`src/rtl/uart_cmd_pkg.sv`:
```
// Shared constants and types for the UART command controller: ASCII command
// bytes, acknowledge codes, FSM state type and a counter width helper.
package uart_cmd_pkg;

   localparam logic [7:0] ASCII_Y    = 8'h59;
   localparam logic [7:0] ASCII_Y_LC = 8'h79;
   localparam logic [7:0] ASCII_N    = 8'h4E;
   localparam logic [7:0] ASCII_N_LC = 8'h6E;
   localparam logic [7:0] ASCII_R    = 8'h52;
   localparam logic [7:0] ASCII_R_LC = 8'h72;
   localparam logic [7:0] ASCII_CR   = 8'h0D;
   localparam logic [7:0] ASCII_LF   = 8'h0A;
   localparam logic [7:0] ASCII_0    = 8'h30;

   localparam logic [7:0] ACK_K = 8'h4B;
   localparam logic [7:0] ACK_E = 8'h45;

   typedef enum logic [1:0] {
      IDLE    = 2'd0,
      WAIT_CH = 2'd1,
      ACK     = 2'd2
   } state_t;

   // Bits needed to hold values 0..max_val, never less than one.
   function automatic int cnt_width(input int unsigned max_val);
      return (max_val < 1) ? 1 : $clog2(max_val + 1);
   endfunction

endpackage

```
`src/rtl/cmd_timer.sv`:
```
// Up-counter with synchronous clear and enable that saturates at TERMINAL and
// flags when the terminal value is held.
module cmd_timer #(
   parameter int          WIDTH    = 8,
   parameter int unsigned TERMINAL = 255
) (
   input  logic CLK,
   input  logic rst,
   input  logic clear,
   input  logic enable,
   output logic terminal
);

   localparam logic [WIDTH-1:0] TERM_V = WIDTH'(TERMINAL);

   logic [WIDTH-1:0] count_reg;

   always_ff @(posedge CLK) begin
      if (rst) begin
         count_reg <= '0;
      end else if (clear) begin
         count_reg <= '0;
      end else if (enable && (count_reg != TERM_V)) begin
         count_reg <= count_reg + WIDTH'(1);
      end
   end

   assign terminal = (count_reg == TERM_V);

endmodule

```
`src/rtl/uart_cmd_ctrl.sv`:
```
// Two-byte UART command decoder driving NUM_CH control pins, with a single
// acknowledge byte per command, a channel-byte timeout and a fail-safe watchdog.
module uart_cmd_ctrl
   import uart_cmd_pkg::*;
#(
   parameter int                NUM_CH         = 4,
   parameter logic [NUM_CH-1:0] DEFAULT_STATE  = {NUM_CH{1'b1}},
   parameter int unsigned       TIMEOUT_CYCLES = 1_200_000,
   parameter int unsigned       WDOG_CYCLES    = 0
) (
   input  logic              CLK,
   input  logic              rst,
   input  logic [7:0]        rx_data,
   input  logic              rx_data_valid,
   output logic [7:0]        tx_data,
   output logic              tx_valid,
   input  logic              tx_ready,
   output logic [NUM_CH-1:0] control,
   output logic [4:0]        led_state
);

   localparam int unsigned TO_TERM = (TIMEOUT_CYCLES > 0) ? TIMEOUT_CYCLES - 1 : 0;
   localparam int unsigned WD_TERM = (WDOG_CYCLES > 0) ? WDOG_CYCLES - 1 : 0;
   localparam bit          WDOG_EN = (WDOG_CYCLES > 0);

   state_t            state_reg, state_next;
   logic              tx_valid_reg;
   logic [7:0]        tx_data_reg;
   logic              pending_reg;
   logic              err_reg;
   logic              tripped_reg;
   logic              last_val_reg;
   logic [NUM_CH-1:0] control_reg, control_next;

   logic              ack_go;
   logic [7:0]        ack_code;
   logic              pend_load;
   logic              pend_val;
   logic              ch_write;
   logic              load_default;
   logic              k_event;
   logic              wdog_trip;
   logic              timeout_hit;
   logic              wdog_term;
   logic [NUM_CH-1:0] digit_hit;
   logic              digit_ok;

   cmd_timer #(
      .WIDTH    (cnt_width(TO_TERM)),
      .TERMINAL (TO_TERM)
   ) u_timeout (
      .CLK      (CLK),
      .rst      (rst),
      .clear    ((state_reg != WAIT_CH) || rx_data_valid),
      .enable   (state_reg == WAIT_CH),
      .terminal (timeout_hit)
   );

   cmd_timer #(
      .WIDTH    (cnt_width(WD_TERM)),
      .TERMINAL (WD_TERM)
   ) u_wdog (
      .CLK      (CLK),
      .rst      (rst),
      .clear    (k_event),
      .enable   (WDOG_EN),
      .terminal (wdog_term)
   );

   genvar gi;
   generate
      for (gi = 0; gi < NUM_CH; gi++) begin : g_ch
         assign digit_hit[gi]    = (rx_data == 8'(ASCII_0 + gi));
         // A channel write beats both 'R' and a watchdog trip on the same cycle.
         assign control_next[gi] = (ch_write && digit_hit[gi]) ? pending_reg :
                                   (load_default || wdog_trip) ? DEFAULT_STATE[gi] :
                                   control_reg[gi];
      end
   endgenerate

   assign digit_ok = |digit_hit;

   always_comb begin
      state_next   = state_reg;
      ack_go       = 1'b0;
      ack_code     = ACK_E;
      pend_load    = 1'b0;
      pend_val     = pending_reg;
      ch_write     = 1'b0;
      load_default = 1'b0;
      case (state_reg)
         IDLE: begin
            if (rx_data_valid) begin
               case (rx_data)
                  ASCII_Y, ASCII_Y_LC: begin
                     pend_load  = 1'b1;
                     pend_val   = 1'b0;
                     state_next = WAIT_CH;
                  end
                  ASCII_N, ASCII_N_LC: begin
                     pend_load  = 1'b1;
                     pend_val   = 1'b1;
                     state_next = WAIT_CH;
                  end
                  ASCII_R, ASCII_R_LC: begin
                     load_default = 1'b1;
                     ack_go       = 1'b1;
                     ack_code     = ACK_K;
                  end
                  ASCII_CR, ASCII_LF: begin
                     ack_go = 1'b0;
                  end
                  default: begin
                     ack_go = 1'b1;
                  end
               endcase
            end
         end
         WAIT_CH: begin
            if (rx_data_valid) begin
               ack_go = 1'b1;
               if (digit_ok) begin
                  ch_write = 1'b1;
                  ack_code = ACK_K;
               end
            end else if (timeout_hit) begin
               ack_go = 1'b1;
            end
         end
         ACK: begin
            if (tx_valid_reg && tx_ready) begin
               state_next = IDLE;
            end
         end
         default: begin
            state_next = IDLE;
         end
      endcase
      if (ack_go) begin
         state_next = ACK;
      end
   end

   assign k_event   = ack_go && (ack_code == ACK_K);
   assign wdog_trip = WDOG_EN && wdog_term && !tripped_reg && !k_event;

   always_ff @(posedge CLK) begin
      if (rst) begin
         state_reg    <= IDLE;
         tx_valid_reg <= 1'b0;
         tx_data_reg  <= 8'h00;
         pending_reg  <= 1'b0;
         err_reg      <= 1'b0;
         tripped_reg  <= 1'b0;
         last_val_reg <= 1'b1;
         control_reg  <= DEFAULT_STATE;
      end else begin
         state_reg   <= state_next;
         control_reg <= control_next;
         if (pend_load) begin
            pending_reg <= pend_val;
         end
         if (ack_go) begin
            tx_valid_reg <= 1'b1;
            tx_data_reg  <= ack_code;
            err_reg      <= (ack_code == ACK_E);
         end else if ((state_reg == ACK) && tx_valid_reg && tx_ready) begin
            tx_valid_reg <= 1'b0;
         end
         if (ch_write) begin
            last_val_reg <= pending_reg;
         end
         if (k_event) begin
            tripped_reg <= 1'b0;
         end else if (wdog_trip) begin
            tripped_reg <= 1'b1;
         end
      end
   end

   assign tx_valid  = tx_valid_reg;
   assign tx_data   = tx_data_reg;
   assign control   = control_reg;
   assign led_state = {~last_val_reg, tripped_reg, err_reg, (state_reg != IDLE), last_val_reg};

endmodule
```
`config.mk`:
```
export PLATFORM = sky130hd
export DESIGN_NAME = uart_cmd_ctrl
export DESIGN_NICKNAME = d
export VERILOG_FILES = /design/src/rtl/uart_cmd_pkg.sv /design/src/rtl/cmd_timer.sv /design/src/rtl/uart_cmd_ctrl.sv
export SDC_FILE = /design/constraint.sdc
export NUM_CORES = 1
export LEC_CHECK = 0
export BUFFER_PORTS_ARGS = -buffer_cell sky130_fd_sc_hd__buf_2
export CORE_ASPECT_RATIO = 1.4
export CORE_MARGIN = 2
export CORE_UTILIZATION = 56
export DETAILED_ROUTE_END_ITERATION = 8
export PLACE_DENSITY = 0.79
export SYNTH_ARGS = -nofsm -noshare
export SYNTH_HDL_FRONTEND = slang
export SYNTH_HIERARCHICAL = 1
export SYNTH_SLANG_ARGS = --single-unit
export TNS_END_PERCENT = 5
```
`constraint.sdc`:
```
create_clock -name CLK -period 2.5 [get_ports CLK]
set_clock_uncertainty 0.2 [all_clocks]
set_input_delay 0.125 -clock CLK [delete_from_list [all_inputs] [get_ports CLK]]
set_output_delay 0.125 -clock CLK [all_outputs]
set_load 0.05 [all_outputs]
```
**After elaboration in Yosys (flattened, before gate mapping)**

Cells that the tools add are included.

- Register bits: 39
- Output and inout bits: 18

- $add $sub $neg: 1
- Equal/unequal tests: 25
- Mux-type cells: 32
- Bitwise gates (word level): 2
- Reduce and logical (&&, ||, !) cells: 28

Operators with widths:

| cell | number |
|---|---|
| equality test 8 x 7 -> 1 bit, second input constant | 7 |
| equality test 8 x 6 -> 1 bit, second input constant | 4 |
| adder 21 x 1 -> 21 bit, second input constant | 1 |
| equality test 21 bit, second input constant | 1 |
| != test 21 bit, second input constant | 1 |
| two-way mux 1 bit | 20 |
| equality test 8 x 4 -> 1 bit, second input constant | 2 |
| two-way mux 4 bit | 4 |
| nonzero test 2 bit | 7 |
| AND reduction 4 bit | 3 |
| OR reduction 2 bit | 5 |
| != test 3 bit, second input constant | 3 |
| logical AND 1 bit | 8 |
| two-way mux 2 bit | 4 |
| != test 2 bit, second input constant | 4 |
| case mux 4 bit (2 select lines) | 1 |
| OR reduction 4 bit | 2 |
| case mux 2 bit (3 select lines) | 1 |
| OR reduction 6 bit | 1 |
| case mux 1 bit (2 select lines) | 2 |
| equality test 2 x 1 -> 1 bit, second input constant | 1 |
| equality test 2 bit, second input constant | 1 |
| logical NOT 2 bit | 1 |
| != test 2 x 1 -> 1 bit, second input constant | 1 |
| other kinds (2) | 3 |

**Logic depth before layout (Yosys ltp)**

Gate-level depths: netlist of run 1.

- Word-level depth: 7
- Mapped depth: 7

**Modules after synthesis**

The synthesis of run 1 kept the hierarchy.

Modules (own cells, without submodules):

| module | times used | cells an instance | area an instance (µm²) | seq. area each (µm²) |
|---|---|---|---|---|
| cmd_timer | 1 | 126 | 1,112.3 | 420.4 |
| uart_cmd_ctrl | 1 | 91 | 817.0 | 260.2 |

**Worst setup path before layout of run 1**

Ideal clock, no wire load.

- Path type: register to register
- Start point: register u_timeout.count_reg[18]
- End point: register tx_data_reg[3], in the netlist tx_data[3]
- Setup time: 0.117 ns
- Arrival: 1.931 ns
- Setup slack: 0.252 ns
- Stages on the path, launching flop included: 7
- Buffers on the path: 0
- Clock period less this slack: 2.248 ns
- Path through: dfxtp_1 > or4b_4 > or4_1 > nor2_1 > o21a_1 > a31oi_4 > a22o_2

- Cells in the longest elaborated chain, start to end: 4

RTL lines:

| element | line | RTL |
|---|---|---|
| start, declared | cmd_timer.sv:16 | `logic [WIDTH-1:0] count_reg;` |
| start signal, assigned | cmd_timer.sv:24 | `count_reg <= count_reg + WIDTH'(1);` |
| equality test 21 bit | cmd_timer.sv:28 | `assign terminal = (count_reg == TERM_V);` |
| via timeout_hit | uart_cmd_ctrl.sv:43 | `logic timeout_hit;` |
| two-way mux 1 bit | uart_cmd_ctrl.sv:126 | `end else if (timeout_hit) begin` |
| two-way mux 1 bit | uart_cmd_ctrl.sv:120 | `if (rx_data_valid) begin` |
| case mux 1 bit (2 select lines) | uart_cmd_ctrl.sv:91 | `case (state_reg)` |
| end signal, assigned | uart_cmd_ctrl.sv:165 | `tx_data_reg <= ack_code;` |
| end, declared | uart_cmd_ctrl.sv:28 | `logic [7:0] tx_data_reg;` |

The timed path passes the listed nets, and every way through them passes these cells.
A chain may end at the register's enable or synchronous reset.

**Worst setup path after layout of run 1**

- Start point: register u_timeout.count_reg[17]
- End point: register tx_data_reg[3], in the netlist tx_data[3]

Same word-level chain as after synthesis.

==> results of run 1 <==
## metal layers
layer	share of wire	GRT usage	up-vias
li1	-	-	851
met5	0	0	-
met2	0.52	0.3992	27
met4	0.027	0.1197	0
met3	0.027	0.04268	8
met1	0.43	0.2632	777
## synthesized netlist by cell type, types with 2 or more instances
master,number,area share
or4_1,2,0.0078
o21ai_1,2,0.0052
and4_1,5,0.023
a211oi_1,3,0.012
or2_2,2,0.0065
clkbuf_2,2,0.0052
buf_4,10,0.039
dfxtp_1,34,0.35
a311oi_1,2,0.0091
nor4_1,3,0.0097
nand4_1,12,0.039
inv_1,12,0.023
o211ai_1,2,0.0078
a21oi_1,15,0.039
buf_6,4,0.023
and3_1,6,0.019
nor3b_1,4,0.016
xor2_1,2,0.0091
o31ai_1,2,0.0078
nand3_1,8,0.021
nor2b_1,3,0.0097
and4bb_2,2,0.013
o21a_1,2,0.0078
nand2_1,14,0.027
o21ai_0,8,0.021
or3_1,6,0.019
a31oi_1,3,0.0097
nor3_1,5,0.013
xnor2_1,4,0.018
nor2_1,10,0.019
## cell families after synthesis
| logic type | after synthesis | share of synthesized area |
|---|---|---|
| other cells | 1 | 0.001944 |
| xor+xnor | 6 | 0.02724 |
| fa+ha+maj | 1 | 0.006484 |
| mux | 2 | 0.01297 |
| buf+inv | 30 | 0.09532 |
| flops | 34 | 0.3528 |
| simple gates | 95 | 0.3217 |
| compound gates | 48 | 0.1816 |
## cells in the final DEF, fill, tap and decap left out, types with 2 or more instances in the layout
cell           netlist  routed
a211oi_1             3       2
a211oi_2             1       2
a21oi_1             15      15
a311oi_1             2       2
a31oi_1              3       3
and3_1               6       6
and4_1               5       5
and4bb_2             2       2
buf_2                1      25
buf_4               10       5
clkbuf_8             0       5
clkinvlp_4           0       2
conb_1               1       4
dfxtp_1             34      34
dlygate4sd3_1        0       3
inv_1               12      12
nand2_1             14      14
nand3_1              8       8
nand4_1             12      12
nor2_1              10      10
nor2b_1              3       3
nor3_1               5       5
nor3b_1              4       4
nor4_1               3       3
o211ai_1             2       2
o21a_1               2       2
o21ai_0              8       8
o21ai_1              2       2
o31ai_1              2       2
or2_2                2       2
or3_1                6       6
or4_1                2       2
xnor2_1              4       4
xor2_1               2       2
## worst paths after layout
kind,slack [ns],endpoint,depth (start not counted)
hold / removal,0.009,control[3],3
setup / recovery,0.13,tx_data[3],6
hold reg to reg,0.26,tx_data[0],2
setup reg to reg,0.13,tx_data[3],6
## worst register-to-register path, delay by kind of cell, from the launching register on
kind | cells | cell delay (ns)
simple gates | 3 | 1.20
compound gates | 3 | 0.49
flops | 1 | 0.38
## cell type report
class / instances / area, sq um / area share
Clock inverter: 3 / 45.04 / 0.02082
Multi-Input combinational cell: 156 / 1081 / 0.4997
Inverter: 12 / 45.04 / 0.02082
Timing Repair Buffer: 33 / 192.7 / 0.08907
Clock buffer: 5 / 68.82 / 0.03181
Sequential cell: 34 / 680.7 / 0.3146
Tap cell: 40 / 50.05 / 0.02313
## what timing repair did
| action | 4_1_cts | 5_1_grt |
|---|---|---|
| setup endpoints to repair | 0 | 1 |
| hold buffers | 3 | 0 |
| gates resized for setup | 0 | 1 |
| endpoints found under the hold margin | 6 | 0 |
## power by group through the flow
stage / combinational [mW] / clock [mW] / sequential [mW]
floorplan: 0.0772 / 0 / 0.583
global placement: 0.109 / 0 / 0.568
detailed placement: 0.109 / 0 / 0.568
CTS: 0.113 / 0.518 / 0.556
global route: 0.123 / 0.530 / 0.557
finish: 0.114 / 0.506 / 0.556
==> results.json, run 1 <==
{
  "reg2reg_from": "u_timeout/count_reg[17]",
  "num_rows": 25,
  "worstMarginPinSlew_ns": 0.5050,
  "p_leak_nw": 0.7711,
  "final.period_utilization": 0.9478,
  "power_frac_clock": 0.430,
  "p_int_mw": 0.8781,
  "drive_above_1_share": 0.2346,
  "status": "finished clean",
  "synth-seq-cells": 34,
  "hold_viol_final": 0,
  "seqPwrFrac": 0.473,
  "postCtsSetupRepairBufs": 0,
  "finalNonFillerCells": 283,
  "ys_async_sr_fraction": 0,
  "swShare": 0.2530,
  "synth_edf_count": 0,
  "path_delay_family": "simple AND/OR/NAND/NOR gates",
  "place_ws_ns": 0.1099,
  "cp.required_ns": 2.49,
  "hp-start": "rx_data[1]",
  "area_delta_synth_final_pct": 12.13,
  "clk_path_buf_depth": 2,
  "fin_crit_ns": 2.369,
  "cap_violations": 0,
  "dpl-instance-area_sq_um": 2014,
  "synth_area_sq_um": 1929,
  "drc_errors": 0,
  "vias": 1663,
  "hpwl_mm": 2.847,
  "cts_root_buffer": "clkbuf_8",
  "vdd_drop_max_mv": 0.5751,
  "final_area_sq_um": 2163,
  "first_iter_violations": 45,
  "slew_violations": 0,
  "n_fill_cell": 282,
  "worst_slack_ns": 0.1306,
  "grt_pass1_vias": 1489,
  "slew_headroom": 0.6603,
  "nets": 255,
  "p_sw_mw": 0.2974,
  "worstSkewPairLatency_ns": 0.29,
  "crit_chain": "or4b_4 > or4_1 > nor2_1 > o21a_1 > a31oi_4 > a22o_2",
  "setup.worst_path.end_class": "register",
  "die_h_um": 73.45,
  "slowest_delay_ns": 0.58,
  "grt_pass1_wl_mm": 6.644,
  "power-per-cell-area_nw_per_um2": 543.4,
  "worstPathArrival_ns": 2.36,
  "pwr-share-comb": 0.097,
  "synth_ff_type": "dfxtp_1",
  "synth_cell_types": 58,
  "setup_viol": 0,
  "wl_mm": 3.908,
  "fmax_mhz": 422.1,
  "dr.pass1.iters": 4,
  "io_buffers": 25,
  "setup-tns-final_ns": 0,
  "hold_class": "input pin to register",
  "overflow": 0,
  "synthCells": 217,
  "cp_num_buf_inv": 0,
  "whs_ns": 0.008777,
  "htreeDepth": 2,
  "clk_pin_slew_ns": 0.08,
  "io_pins": 30,
  "startpoint": "u_timeout/count_reg[17]",
  "die_w_um": 53.61,
  "avgSynthCellArea_sq_um": 8.891,
  "start_kind": "register",
  "post-route-util": 0.6464,
  "grt_max_degree": 13,
  "largest_reg_flops": 21,
  "power_mw": 1.175,
  "critPathSlowestCell": "or4_1",
  "core_sq_um": 3347,
  "antenna_left": 0,
  "path_max_fanout": 6,
  "path_class": "register to register",
  "cts_tree": "built",
  "die_area_sq_um": 3937,
  "diodes": 0,
  "numCtsBuffers": 5,
  "ys_warn_count": 6,
  "routabilityCongestion": 0.7441,
  "grt_setup_unrepaired": "false",
  "vias_per_cell": 5.876,
  "seq_area_frac_synth": 0.3528,
  "clock-sinks": 34,
  "wl_per_cell_um": 13.81,
  "start_util": 0.5764,
  "track_usage": 0.2313,
  "antenna_found_initial": 0,
  "dp.cells": 272
}
(Power assumes the default switching activity.)
==> inputs of run 2 (changes only) <==
--- a/config.mk
+++ b/config.mk
@@ -8,11 +8,11 @@
 export BUFFER_PORTS_ARGS = -buffer_cell sky130_fd_sc_hd__buf_2
 export CORE_ASPECT_RATIO = 1.4
 export CORE_MARGIN = 2
-export CORE_UTILIZATION = 56
+export CORE_UTILIZATION = 58
+export CTS_BUF_LIST = sky130_fd_sc_hd__clkbuf_2 sky130_fd_sc_hd__clkbuf_4 sky130_fd_sc_hd__clkbuf_8
 export DETAILED_ROUTE_END_ITERATION = 8
-export PLACE_DENSITY = 0.79
+export PLACE_DENSITY = 0.89
 export SYNTH_ARGS = -nofsm -noshare
 export SYNTH_HDL_FRONTEND = slang
-export SYNTH_HIERARCHICAL = 1
 export SYNTH_SLANG_ARGS = --single-unit
 export TNS_END_PERCENT = 5
==> run 2 against run 1 <==
Register-to-register slack gained 0.08 ns. Critical path depth is the same. Combinational power is essentially flat. Sequential share of layout area up 1.2 points. Routed wire length rose by 3.4%. Hold slack improved by 0.016 ns. Power decreased by 1.0%. Fmax up 3.6%. Largest power group unchanged.
==> results.json, run 2 <==
{
  "status": "finished clean",
  "reg2reg_from": "state_reg[0]",
  "cts_root_buffer": "clkbuf_8",
  "cts_tree": "built",
  "vias_per_cell": 5.939,
  "antenna_left": 0,
  "slew_headroom": 0.6308,
  "postCtsSetupRepairBufs": 0,
  "grt_use_met3": 0.03205,
  "synth_top_area_frac": 0.3739,
  "met2_usage": 0.4459,
  "die_w_um": 51.35,
  "hold_class": "input pin to register",
  "core_sq_um": 3063,
  "ys_warn_count": 0,
  "p_leak_nw": 0.7882,
  "fmax_mhz": 437.4,
  "first_iter_violations": 57,
  "hold_viol_final": 0,
  "grt_setup_unrepaired": "false",
  "worstSkewPairLatency_ns": 0.29,
  "clk_pin_slew_ns": 0.07,
  "clock-sinks": 34,
  "p_int_mw": 0.8753,
  "path_class": "register to register",
  "die_h_um": 70.29,
  "setup.worst_path.end_class": "register",
  "worstPathArrival_ns": 2.32,
  "routabilityCongestion": 0.8455,
  "clk_path_buf_depth": 2,
  "power-per-cell-area_nw_per_um2": 559.2,
  "grt_pass1_wl_mm": 6.727,
  "num_rows": 24,
  "wl_per_cell_um": 14.53,
  "io_buffers": 25,
  "r2r_cells": 6,
  "setup_viol": 0,
  "drc_errors": 0,
  "fin_crit_ns": 2.286,
  "antenna_found_initial": 0,
  "htreeDepth": 2,
  "worst_slack_ns": 0.2139,
  "synth_area_leaders": "dfxtp_1 (37%), xor2_1 (5.8%), nor2_1 (4.1%)",
  "power_frac_clock": 0.428,
  "holdPathEnd": "tx_data[2]",
  "cap_violations": 0,
  "seq_area_frac_synth": 0.3739,
  "synthCells": 213,
  "p_sw_mw": 0.2882,
  "diodes": 0,
  "place_ws_ns": 0.4756,
  "r2r_setup_slack_ns": 0.21,
  "vdd_drop_max_mv": 0.4659,
  "pwr-share-comb": 0.095,
  "r2r-end": "control[3]",
  "die_area_sq_um": 3609,
  "grtUsageMet1": 0.2683,
  "final.period_utilization": 0.9144,
  "path_max_fanout": 8,
  "track_usage": 0.2490,
  "wl_mm": 4.039,
  "synth_area_sq_um": 1820,
  "hp-start": "rx_data_valid",
  "hpwl_mm": 2.895,
  "grt_max_degree": 16,
  "worstMarginPinSlew_ns": 0.5495,
  "avgSynthCellArea_sq_um": 8.547,
  "start_util": 0.5944,
  "slew_violations": 0,
  "cp.required_ns": 2.53,
  "overflow": 0,
  "dp.cells": 265,
  "area_delta_synth_final_pct": 14.30,
  "io_pins": 30,
  "power_mw": 1.164,
  "drive_above_1_share": 0.1715,
  "grt_pass1_vias": 1509,
  "nets": 251,
  "synth_most_common_cell": "dfxtp_1",
  "setup-tns-final_ns": 0,
  "ys_async_sr_fraction": 0,
  "worstHoldPathCells": 3,
  "seqPwrFrac": 0.477,
  "synthTopCellsByCount": "dfxtp_1 (34), nor2_1 (20), nand2_1 (16)",
  "dr.pass1.iters": 4,
  "mostFrequentLayoutCells": "dfxtp_1 (34), buf_2 (25), nor2_1 (20)",
  "top_usage_layer": "met2",
  "largest_reg_flops": 21,
  "synth_cell_types": 53,
  "synth-seq-cells": 34,
  "finalNonFillerCells": 278,
  "final_common_cell": "dfxtp_1",
  "synth_top_cell_by_area": "dfxtp_1",
  "vias": 1651,
  "start_kind": "register",
  "swShare": 0.2477,
  "synth_edf_count": 0,
  "synth_ff_type": "dfxtp_1",
  "numCtsBuffers": 5,
  "startpoint": "state_reg[0]"
}
==> run 2: worst max-delay path by stage <==
stage	end	slack [ns]	depth (start not counted)
2_1_floorplan	u_timeout.count_reg[13]	0.63	6
3_3_place_gp	u_timeout.count_reg[1]	0.49	5
5_1_grt	control[3]	0.04	6
4_1_cts	control[3]	0.15	7
6_report	control[3]	0.21	6
3_5_place_dp	u_timeout.count_reg[13]	0.48	5
==> run 2: power by group through the flow <==
| stage | sequential (mW) | combinational [mW] | clock, mW |
|---|---|---|---|
| after global placement | 0.567 | 0.102 | 0 |
| after floorplan | 0.582 | 0.0712 | 0 |
| after detailed placement | 0.568 | 0.103 | 0 |
| after CTS | 0.555 | 0.109 | 0.509 |
| after global routing | 0.556 | 0.118 | 0.531 |
| final | 0.555 | 0.111 | 0.498 |
==> run 2: critical path: stages (launching register included) <==
cell,delay (ns)
dfxtp_1,0.44
nand3b_1,0.20
nor3b_1,0.31
and2_1,0.30
nand4_1,0.12
dlygate4sd3_1,0.58
nand3b_1,0.08
==> run 2: layout make-up <==
| cell class | count | area [sq um] |
|---|---|---|
| fillers | 270 | 982.2 |
| well taps | 39 | 48.80 |
| clock inverters | 3 | 40.04 |
| inverters | 5 | 18.77 |
| repair buffers | 32 | 190.2 |
| flip-flops and latches | 34 | 680.7 |
| multi-input cells | 160 | 1033 |
| clock buffers | 5 | 68.82 |
==> run 2: through the flow <==
stage,instance area (sq um),utilization,hold slack (ns)
after floorplan,1832,-,0.09088
after global placement,1916,0.6254,0.2548
after detailed placement,1916,0.6254,0.2789
after CTS,2074,0.6773,0.01022
after global routing,2081,0.6793,0.04711
final,2081,0.6793,0.02517
==> run 2: cell families after synthesis <==
group,after synthesis,share of synthesized area
DFF,34,0.3739
buffers and inverters,22,0.06804
muxes,1,0.005499
and+or+nand+nor,104,0.3443
xor gates and xnor gates,13,0.06254
other,1,0.002060
adders and majority gates,1,0.006872
AOI/OAI and AO/OA,37,0.1368
==> run 2: routing by layer <==
layer	vias up	part of all wire
met5	-	0
met4	0	0.023
met3	5	0.027
met2	34	0.54
met1	788	0.41
li1	824	-
==> run 2: what timing repair did <==
action,CTS,global route
endpoints found under the hold margin,7,0
resized for setup,0,1
setup endpoints to repair,0,1
hold buffers,5,0
